===== src/rtl/conv_pkg.sv =====
// Shared types and helpers for the serial 2-D convolution engine.
// Holds the FSM encoding, mode constants and flat-bus index arithmetic.
package conv_pkg;

    typedef enum logic [1:0] {
        S_IDLE = 2'd0,
        S_LOAD = 2'd1,
        S_MAC  = 2'd2,
        S_DONE = 2'd3
    } state_t;

    localparam logic MODE_CONV = 1'b0;
    localparam logic MODE_CORR = 1'b1;

    function automatic int clog2(input int value);
        int r;
        for (r = 0; (1 << r) < value; r++) begin
        end
        return r;
    endfunction

    // Element (row, col) of a square side x side array packed LSB-first.
    function automatic int flat_idx(input int row, input int col, input int side);
        return row * side + col;
    endfunction

endpackage


===== src/rtl/conv2d_serial_engine_mac_pe.sv =====
// Single accumulating processing element: acc += pixel * weight when enabled.
// The raw product is exported so the owner can form the final sum without a second multiplier.
module mac_pe #(
    parameter int DATA_W = 8,
    parameter int ACC_W  = 20
) (
    input  logic                clk,
    input  logic                rst,
    input  logic                clr,
    input  logic                en,
    input  logic [DATA_W-1:0]   pixel,
    input  logic [DATA_W-1:0]   weight,
    output logic [ACC_W-1:0]    acc,
    output logic [2*DATA_W-1:0] prod
);

    assign prod = pixel * weight;

    // NOTE: sequential state uses non-blocking assignments so every flop samples pre-edge values.
    always_ff @(posedge clk) begin
        if (!rst || clr) begin
            acc <= '0;
        end else if (en) begin
            acc <= acc + ACC_W'(prod);
        end
    end

endmodule


===== src/rtl/conv2d_serial_engine.sv =====
// Serial valid-mode 2-D convolution/correlation: one kernel tap per cycle across
// an OUT_N x OUT_N array of MAC PEs, with snapshot inputs and saturating output.
module conv2d_serial_engine
    import conv_pkg::*;
#(
    parameter int DATA_W = 8,
    parameter int IMG_N  = 4,
    parameter int KER_K  = 3,
    parameter int OUT_W  = 8,
    parameter int ACC_W  = 20,
    localparam int OUT_N = IMG_N - KER_K + 1
) (
    input  logic                             clk,
    input  logic                             rst,
    input  logic                             start,
    input  logic                             mode,
    input  logic [IMG_N*IMG_N*DATA_W-1:0]    a_in,
    input  logic [KER_K*KER_K*DATA_W-1:0]    b_in,
    output logic                             busy,
    output logic                             done,
    output logic [OUT_N*OUT_N*OUT_W-1:0]     c_out,
    output logic                             ovf
);

    localparam int TAPS  = KER_K * KER_K;
    localparam int NPE   = OUT_N * OUT_N;
    localparam int TAP_W = (TAPS > 1) ? clog2(TAPS) : 1;
    localparam logic [TAP_W-1:0] TAP_LAST = TAP_W'(TAPS - 1);
    localparam logic [ACC_W-1:0] SAT_MAX  = ACC_W'({OUT_W{1'b1}});

    state_t state_q, state_d;
    logic [TAP_W-1:0]               tap_q;
    logic [IMG_N*IMG_N*DATA_W-1:0]  a_q;
    logic [TAPS*DATA_W-1:0]         b_q;
    logic                           mode_q;
    logic [NPE*OUT_W-1:0]           c_q, c_d;
    logic                           ovf_q, ovf_d;
    logic                           last_tap;
    int                             tap_i, tap_j;
    logic [DATA_W-1:0]              weight;
    logic [ACC_W-1:0]               acc  [NPE];
    logic [2*DATA_W-1:0]            prod [NPE];

    always_ff @(posedge clk) begin
        if (!rst) begin
            state_q <= S_IDLE;
        end else begin
            state_q <= state_d;
        end
    end

    // NOTE: every always_comb output gets a default first so no path can infer a latch.
    always_comb begin
        state_d = state_q;
        case (state_q)
            S_IDLE:  if (start) state_d = S_LOAD;
            S_LOAD:  state_d = S_MAC;
            S_MAC:   if (tap_q == TAP_LAST) state_d = S_DONE;
            S_DONE:  state_d = start ? S_LOAD : S_IDLE;
            default: state_d = S_IDLE;
        endcase
    end

    assign busy     = (state_q == S_LOAD) || (state_q == S_MAC);
    assign done     = (state_q == S_DONE);
    assign last_tap = (state_q == S_MAC) && (tap_q == TAP_LAST);

    // NOTE: snapshot registers are reset too, so an aborted run leaves no stale operands behind.
    always_ff @(posedge clk) begin
        if (!rst) begin
            a_q    <= '0;
            b_q    <= '0;
            mode_q <= MODE_CONV;
            tap_q  <= '0;
        end else if (state_q == S_LOAD) begin
            a_q    <= a_in;
            b_q    <= b_in;
            mode_q <= mode;
            tap_q  <= '0;
        end else if ((state_q == S_MAC) && (tap_q != TAP_LAST)) begin
            tap_q  <= tap_q + TAP_W'(1);
        end
    end

    always_comb begin
        tap_i  = int'(tap_q) / KER_K;
        tap_j  = int'(tap_q) % KER_K;
        weight = b_q[int'(tap_q)*DATA_W +: DATA_W];
    end

    for (genvar r = 0; r < OUT_N; r++) begin : g_row
        for (genvar c = 0; c < OUT_N; c++) begin : g_col
            localparam int E = r * OUT_N + c;
            logic [DATA_W-1:0] pixel;

            // Convolution walks the image window backwards instead of flipping the kernel.
            always_comb begin
                if (mode_q == MODE_CORR) begin
                    pixel = a_q[flat_idx(r + tap_i, c + tap_j, IMG_N)*DATA_W +: DATA_W];
                end else begin
                    pixel = a_q[flat_idx(r + KER_K - 1 - tap_i, c + KER_K - 1 - tap_j, IMG_N)*DATA_W +: DATA_W];
                end
            end

            mac_pe #(
                .DATA_W (DATA_W),
                .ACC_W  (ACC_W)
            ) u_pe (
                .clk    (clk),
                .rst    (rst),
                .clr    (state_q == S_LOAD),
                .en     (state_q == S_MAC),
                .pixel  (pixel),
                .weight (weight),
                .acc    (acc[E]),
                .prod   (prod[E])
            );
        end
    end

    // Result is formed from the final tap's sum so c_out is valid while done is high.
    always_comb begin
        logic [ACC_W-1:0] fin;
        c_d   = '0;
        ovf_d = 1'b0;
        fin   = '0;
        for (int e = 0; e < NPE; e++) begin
            fin = acc[e] + ACC_W'(prod[e]);
            if (fin > SAT_MAX) begin
                c_d[e*OUT_W +: OUT_W] = '1;
                ovf_d = 1'b1;
            end else begin
                c_d[e*OUT_W +: OUT_W] = fin[OUT_W-1:0];
            end
        end
    end

    always_ff @(posedge clk) begin
        if (!rst) begin
            c_q   <= '0;
            ovf_q <= 1'b0;
        end else if (last_tap) begin
            c_q   <= c_d;
            ovf_q <= ovf_d;
        end
    end

    assign c_out = c_q;
    assign ovf   = ovf_q;

endmodule

===== config.mk =====
export PLATFORM = sky130hd
export DESIGN_NAME = conv2d_serial_engine
export DESIGN_NICKNAME = d
export VERILOG_FILES = /design/src/rtl/conv_pkg.sv /design/src/rtl/conv2d_serial_engine_mac_pe.sv /design/src/rtl/conv2d_serial_engine.sv
export SDC_FILE = /design/constraint.sdc
export NUM_CORES = 2
export LEC_CHECK = 0
export ABC_CLOCK_PERIOD_IN_PS = 21500
export BUFFER_PORTS_ARGS = -buffer_cell sky130_fd_sc_hd__buf_2
export CAP_MARGIN = 15
export CORE_UTILIZATION = 44
export CTS_BUF_LIST = sky130_fd_sc_hd__clkbuf_8
export DETAILED_ROUTE_END_ITERATION = 10
export PLACE_DENSITY_LB_ADDON = 0.15
export RECOVER_POWER = 25
export SYNTH_ARGS = -nofsm -noshare
export SYNTH_HDL_FRONTEND = slang
export SYNTH_SLANG_ARGS = --single-unit

===== constraint.sdc =====
create_clock -name clk -period 21.5 [get_ports clk]
set_input_delay 4.3 -clock clk [delete_from_list [all_inputs] [get_ports clk]]
set_output_delay 4.3 -clock clk [all_outputs]
set_load 0.02 [all_outputs]

# Word level (Yosys, flattened, before mapping)

Index checks and enable logic that the tools add are counted.

Output and inout bits: 35
Input bits: 204
Register bits: 320

$lt $le $gt $ge: 4
Shift-type cells: 9
Add/subtract/negate cells: 19
Equal/unequal tests: 7
Reduce and logical (&&, ||, !) cells: 8
Multipliers: 4
Divide/modulo/power cells: 2
Bitwise gates (word level): 1
Mux-type cells: 16

Operator list:

| kind                    | number |
|---|---|
| $shiftx A128 B32 Y8     | 8 |
| $add A29 B29 Y29        | 8 |
| $add A20 B16 Y20        | 4 |
| $gt A20 B8 Y1 const B   | 4 |
| $shiftx A72 B8 Y8       | 1 |
| $mul A8 B8 Y16          | 4 |
| $mux W8                 | 8 |
| $sub A3 B29 Y29 const A | 2 |
| $sub A3 B27 Y27 const A | 2 |
| $div A5 B3 Y32 const B  | 1 |
| $mod A5 B3 Y32 const B  | 1 |
| $add A2 B29 Y29 const A | 1 |
| $add A2 B27 Y27 const A | 1 |
| $pmux W2 S4             | 1 |
| $mux W1                 | 5 |
| $add A4 B1 Y4 const B   | 1 |
| $eq A2 B2 Y1 const B    | 2 |
| $eq A4 B4 Y1 const B    | 1 |
| $mux W2                 | 2 |
| $ne A2 B2 Y1 const B    | 2 |
| $ne A4 B4 Y1 const B    | 1 |
| $eq A2 B1 Y1 const B    | 1 |
| $logic_and A1 B1 Y1     | 2 |
| $logic_not A2 Y1        | 1 |
| 5 further kinds         | 6 |

# Longest topological paths before layout

Depth after elaboration: 12
Mapped depth: 46

# Cells and area by module

From an unflattened synthesis, not the netlist that was laid out.

Cells, all modules: 3503
Area, all modules: 31325.0 um^2

Modules (own cells, without submodules):

| module                               | area an instance (um^2) | cells each | instances |
|---|---|---|---|
| conv2d_serial_engine                 | 16773.6                 | 1807       | 1 |
| mac_pe at g_row[0].g_col[1].u_pe ... | 3568.4                  | 417        | 2 |
| mac_pe at g_row[0].g_col[0].u_pe     | 3739.8                  | 443        | 1 |
| mac_pe at g_row[1].g_col[1].u_pe     | 3674.8                  | 419        | 1 |

# Worst setup path after synthesis

OpenSTA, ideal clock, no wires.

Kind: register -> register
Start: register tap_q[0]
End: register c_q[13], in the netlist c_out[13]
Setup slack: 10.088 ns
Data required time: 21.368 ns
Data arrival time: 11.279 ns
Library setup time: 0.132 ns
Path buffers: 7
Period minus slack after synthesis: 11.412 ns
Stages on the path, launching flop included: 42
Path through: dfxtp_1 > clkbuf_1 > inv_1 > clkbuf_1 > clkbuf_1 > buf_1 > ha_1 > a211oi_1 > a31oi_4 > xnor2_1 > ha_1 > a21oi_2 > nand2_2 > inv_2 > xnor2_1 > clkbuf_1 > ha_1 > xor2_1 > [... 6 more ...] > nand2_1 > fa_1 > inv_1 > fa_1 > ha_1 > inv_1 > fa_1 > inv_1 > fa_1 > a211o_1 > a2111oi_0 > o31ai_1 > xor2_1 > or3_1 > nor3_1 > and3_1 > clkbuf_1 > a31oi_1

Word-level cells in the longest chain between the ends: 9
Elaborated cells on any way between the ends: 17

RTL lines:

| element                                          | RTL line                                                | source |
|---|---|---|
| start, declared                                  | conv2d_serial_engine.sv:32                              | `logic [TAP_W-1:0] tap_q;` |
| start signal, assigned                           | conv2d_serial_engine.sv:81                              | `tap_q <= tap_q + TAP_W'(1);` |
| $mod A5 B3 Y32 or $div A5 B3 Y32 (tied branches) | conv2d_serial_engine.sv:87, conv2d_serial_engine.sv:86  |  |
| $sub A3 B29 Y29 (tied with other cells)          | conv2d_serial_engine.sv:101                             | `pixel = a_q[flat_idx(r + KER_K - 1 - tap_i, c + KER_K - 1 - tap_j, IMG_N)*DATA_W +: DATA_W];` |
| $add A29 B29 Y29                                 | conv_pkg.sv:24                                          | `return row * side + col;` |
| $shiftx A128 B32 Y8, on equally long branches    | conv2d_serial_engine.sv:101, conv2d_serial_engine.sv:99 |  |
| $mux W8                                          | conv2d_serial_engine.sv:98                              | `if (mode_q == MODE_CORR) begin` |
| $mul A8 B8 Y16                                   | conv2d_serial_engine_mac_pe.sv:17                       | `assign prod = pixel * weight;` |
| $add A20 B16 Y20                                 | conv2d_serial_engine.sv:128                             | `fin = acc[e] + ACC_W'(prod[e]);` |
| $gt A20 B8 Y1                                    | conv2d_serial_engine.sv:129                             | `if (fin > SAT_MAX) begin` |
| $mux W8                                          | conv2d_serial_engine.sv:129                             |  |
| end signal, assigned                             | conv2d_serial_engine.sv:140                             | `c_q <= '0;` |
| end signal, assigned                             | conv2d_serial_engine.sv:143                             | `c_q <= c_d;` |
| end, declared                                    | conv2d_serial_engine.sv:36                              | `logic [NPE*OUT_W-1:0] c_q, c_d;` |

Parallel ways exist; a longest one is shown, timed or not.
A chain may end at the register's enable or synchronous reset.

# Final worst setup path

Start: register tap_q[3]
End: register ovf_q, in the netlist ovf

Word-level cells in the longest chain between the ends: 12
Elaborated cells on any way between the ends: 47

RTL lines:

| element                                            | RTL line                                               | source |
|---|---|---|
| $mod A5 B3 Y32 or $div A5 B3 Y32 (tied branches)   | conv2d_serial_engine.sv:87, conv2d_serial_engine.sv:86 |  |
| $sub A3 B29 Y29 or $sub A3 B27 Y27 (tied branches) | conv2d_serial_engine.sv:101                            |  |
| $add A29 B29 Y29                                   | conv_pkg.sv:24                                         |  |
| $shiftx A128 B32 Y8                                | conv2d_serial_engine.sv:101                            |  |
| $mux W8                                            | conv2d_serial_engine.sv:98                             |  |
| $mul A8 B8 Y16                                     | conv2d_serial_engine_mac_pe.sv:17                      |  |
| $add A20 B16 Y20                                   | conv2d_serial_engine.sv:128                            |  |
| $gt A20 B8 Y1                                      | conv2d_serial_engine.sv:129                            |  |
| $mux W1 (4 in a row)                               | conv2d_serial_engine.sv:129                            |  |
| end signal, assigned                               | conv2d_serial_engine.sv:144                            | `ovf_q <= ovf_d;` |
| end, declared                                      | conv2d_serial_engine.sv:37                             | `logic ovf_q, ovf_d;` |

Parallel ways exist; a longest one is shown, timed or not.

==> results.md <==
- Startpoint types: flip-flop
- DRT iter0 DRCs: 1875
- Drt total wl: 86100 um
- Final net count: 4236
- Mapped Cells: 3470
- Hold Buf Count CTS: 0
- CTS tree: built
- Worst path max stage delay: 0.93 ns
- Final count of negative-setup-slack endpoints: 0
- Drt pass-1 iters: 5
- Fin worst setup slack: 8.49 ns
- Wire length per cell: 19.0 um
- Max clock buf depth: 3
- Initial Util: 44.9%
- Worst-Margin Slew: 3.94 ns
- Fraction of final layout cells sized beyond drive strength 1: 13.9%
- Root buf cell: clkbuf_8
- Post-route DRC: 0
- Multi-input logic area: 21000 um2
- Via/cell ratio: 5.52
- WP data required: 22.03 ns
- Highest Clock Rate: 76.8 MHz
- Fill cells: 6506
- Yosys warnings: 0
- Core box area: 66300 um2
- Register area: 6410 um2
- Failing checks: capacitance limit, slew limit
- Final Hold Violating Endpoints: 0
- Sequential fraction of the synthesis area: 21.5%
- Synthesized flop and latch total: 320
- # rows: 94
- Critical path peak fanout: 72
- Area grow syn2layout: 10.4%
- Final GP Congestion: 0.903
- Post-Syn Area: 29800 um2
- Num Clock Sinks: 320
- Hold crit path type: reg2reg
- Setup TNS: 0 ns
- Critical path's most frequent cell: ha_1
- Synth async-reset ratio: 0%
- Vias in the first global route: 24200
- Worst vdd ir: 0.0706 mV
- Outcome: finished with violations
- Grt total ovfl: 0
- Boundary pin count: 239
- Most common cell after layout, fill and taps aside: nor2_1
- Routed Antenna Nets: 0
- Slew headroom: -163%
- Post-CTS setup repair buffer count: 0
- Synthesized area per cell: 8.58 um2
- Max-cap violations: 2
- Die extent in y: 262 um
- WS Path Type: reg2reg
- P_leak: 0.0146 uW
- Layout Skew: 0.0221 ns
- Pwr dens: 86.7 nW/um2
- Dpl hpwl: 64900 um
- Die ar.: 68700 um2
- Most frequent cells in the layout: nor2_1, inv_1, dfxtp_1, nand2_1, mux2i_1
- Synth cell types: 94
- First-pass GRT wire length: 137000 um
- Post-synth net total: 4082
- GRT Total Usage: 25.1%
- Crit. End Element: flip-flop
- Finished Layout Cells: 4537
- Number of instances in the placed design: 4424
- Antenna violations before repair: 3
- Post-synth EDFFs: 0
- Level count of the clock H-tree: 2
- Tmin final: 13.01 ns
- Vias: 25100
- Worst EP arrival: 13.54 ns
- Synth Flop Type: dfxtp_1
- Die width: 262 um
- Crit share post-route: 60.5%
- CTS Buf Count: 61
- Pre-CTS setup slack: 8.12 ns
- Clock Latency Late Sink: 0.69 ns
- Largest net degree at the start of global routing: 96
- Unrepaired setup endpoints after global routing: no
- Slowest cell on crit path: nor4_1
- Reg clk slew, reported paths: 0.06 ns
- Slew Viols, Final: 126
- Buffers on Ports: 238
- # resized after CTS: 0
[synthesized netlist by cell type (all sizes together) (23+ instances only)]
cell type  number  area (um2)
a21o           28         211
nor3           23         120
dfxtp         320        6410
and2           47         294
a211oi        109         836
mux2           41         462
inv           432        1630
nand3          30         150
o211ai         56         434
nand2b         35         226
mux4           40         901
xor2           23         201
nor2          450        1690
fa            208        4160
xnor2          54         473
ha            200        2500
mux2i         300        3000
clkbuf        120         450
a21oi         146         734
nand2         320        1210
a311oi         50         438
buf            65         317
a22oi          24         180
o21ai          83         415
or2            24         150
[through the flow]
stage	utilization (%)	hold WS (ns)	area, um2	power [uW]
floorplan	-	0.445	29800	1820
global placement	47.7	0.453	31600	2220
detailed placement	47.7	0.459	31600	2230
CTS	49.6	0.468	32900	2870
global route	49.6	0.486	32900	3050
finish	49.6	0.463	32900	2850
[registers in the layout (all words and copies together), names as in the netlist]
| register | count |
|---|---|
| a_q | 128 |
| b_q | 72 |
| c_out | 32 |
| g_row.g_col.u_pe.acc | 80 |
| mode_q | 1 |
| ovf | 1 |
| state_q | 2 |
| tap_q | 4 |
[cells by family (layout without fill, tap and decap cells)]
| family | after synthesis | count (layout) | synth area share [%] |
|---|---|---|---|
| muxes | 381 | 381 | 14.7 |
| xor gates and xnor gates | 78 | 78 | 2.34 |
| buffers and inverters | 618 | 818 | 8.05 |
| other | 2 | 5 | 0.0252 |
| adders and majority gates | 408 | 408 | 22.4 |
| and+or+nand+nor | 988 | 988 | 14.3 |
| DFF | 320 | 320 | 21.5 |
| AOI/OAI and AO/OA | 675 | 675 | 16.7 |
[area by class of cell]
| cell class | count | share of cell area, % |
|---|---|---|
| clock inverters | 38 | 0.841 |
| well taps | 864 | 3.29 |
| multi-input cells | 2532 | 64.0 |
| repair buffers | 276 | 4.45 |
| diodes | 3 | 0.0228 |
| flip-flops and latches | 320 | 19.5 |
| inverters | 433 | 4.97 |
| clock buffers | 71 | 2.97 |
[path summary, 6_finish.rpt]
| check | start | cells past startpoint | to | slack (ns) |
|---|---|---|---|---|
| min | g_row[0].g_col[0].u_pe.acc[13] | 2 | g_row[0].g_col[0].u_pe.acc[13] | 0.46 |
| max | tap_q[3] | 39 | ovf | 8.49 |
| min reg2reg | g_row[0].g_col[0].u_pe.acc[13] | 2 | g_row[0].g_col[0].u_pe.acc[13] | 0.46 |
| max reg2reg | tap_q[3] | 39 | ovf | 8.49 |
[power breakdown]
group	leakage [uW]	internal, uW	total [uW]	switching, uW
clock	0.000718	339	623	284
combinational	0.0113	540	1420	885
sequential	0.00260	700	801	102
[routing by layer]
| layer | global-route usage, % | vias up | wire [um] |
|---|---|---|---|
| li1 | - | 12200 | - |
| met1 | 35.3 | 12000 | 40400 |
| met2 | 40.5 | 692 | 39200 |
| met3 | 3.15 | 132 | 4370 |
| met4 | 7.02 | 0 | 2190 |
| met5 | 0 | - | 0 |
[worst max-delay path, delay by kind of cell, from the launching register on]
family | cells | cell delay [ns]
and+or+nand+nor | 12 | 4.24
adders and majority gates | 9 | 3.52
AOI/OAI and AO/OA | 9 | 2.44
buffers and inverters | 6 | 0.98
DFF | 1 | 0.86
xor gates and xnor gates | 3 | 0.77
Power figures use the tool's default switching activity.
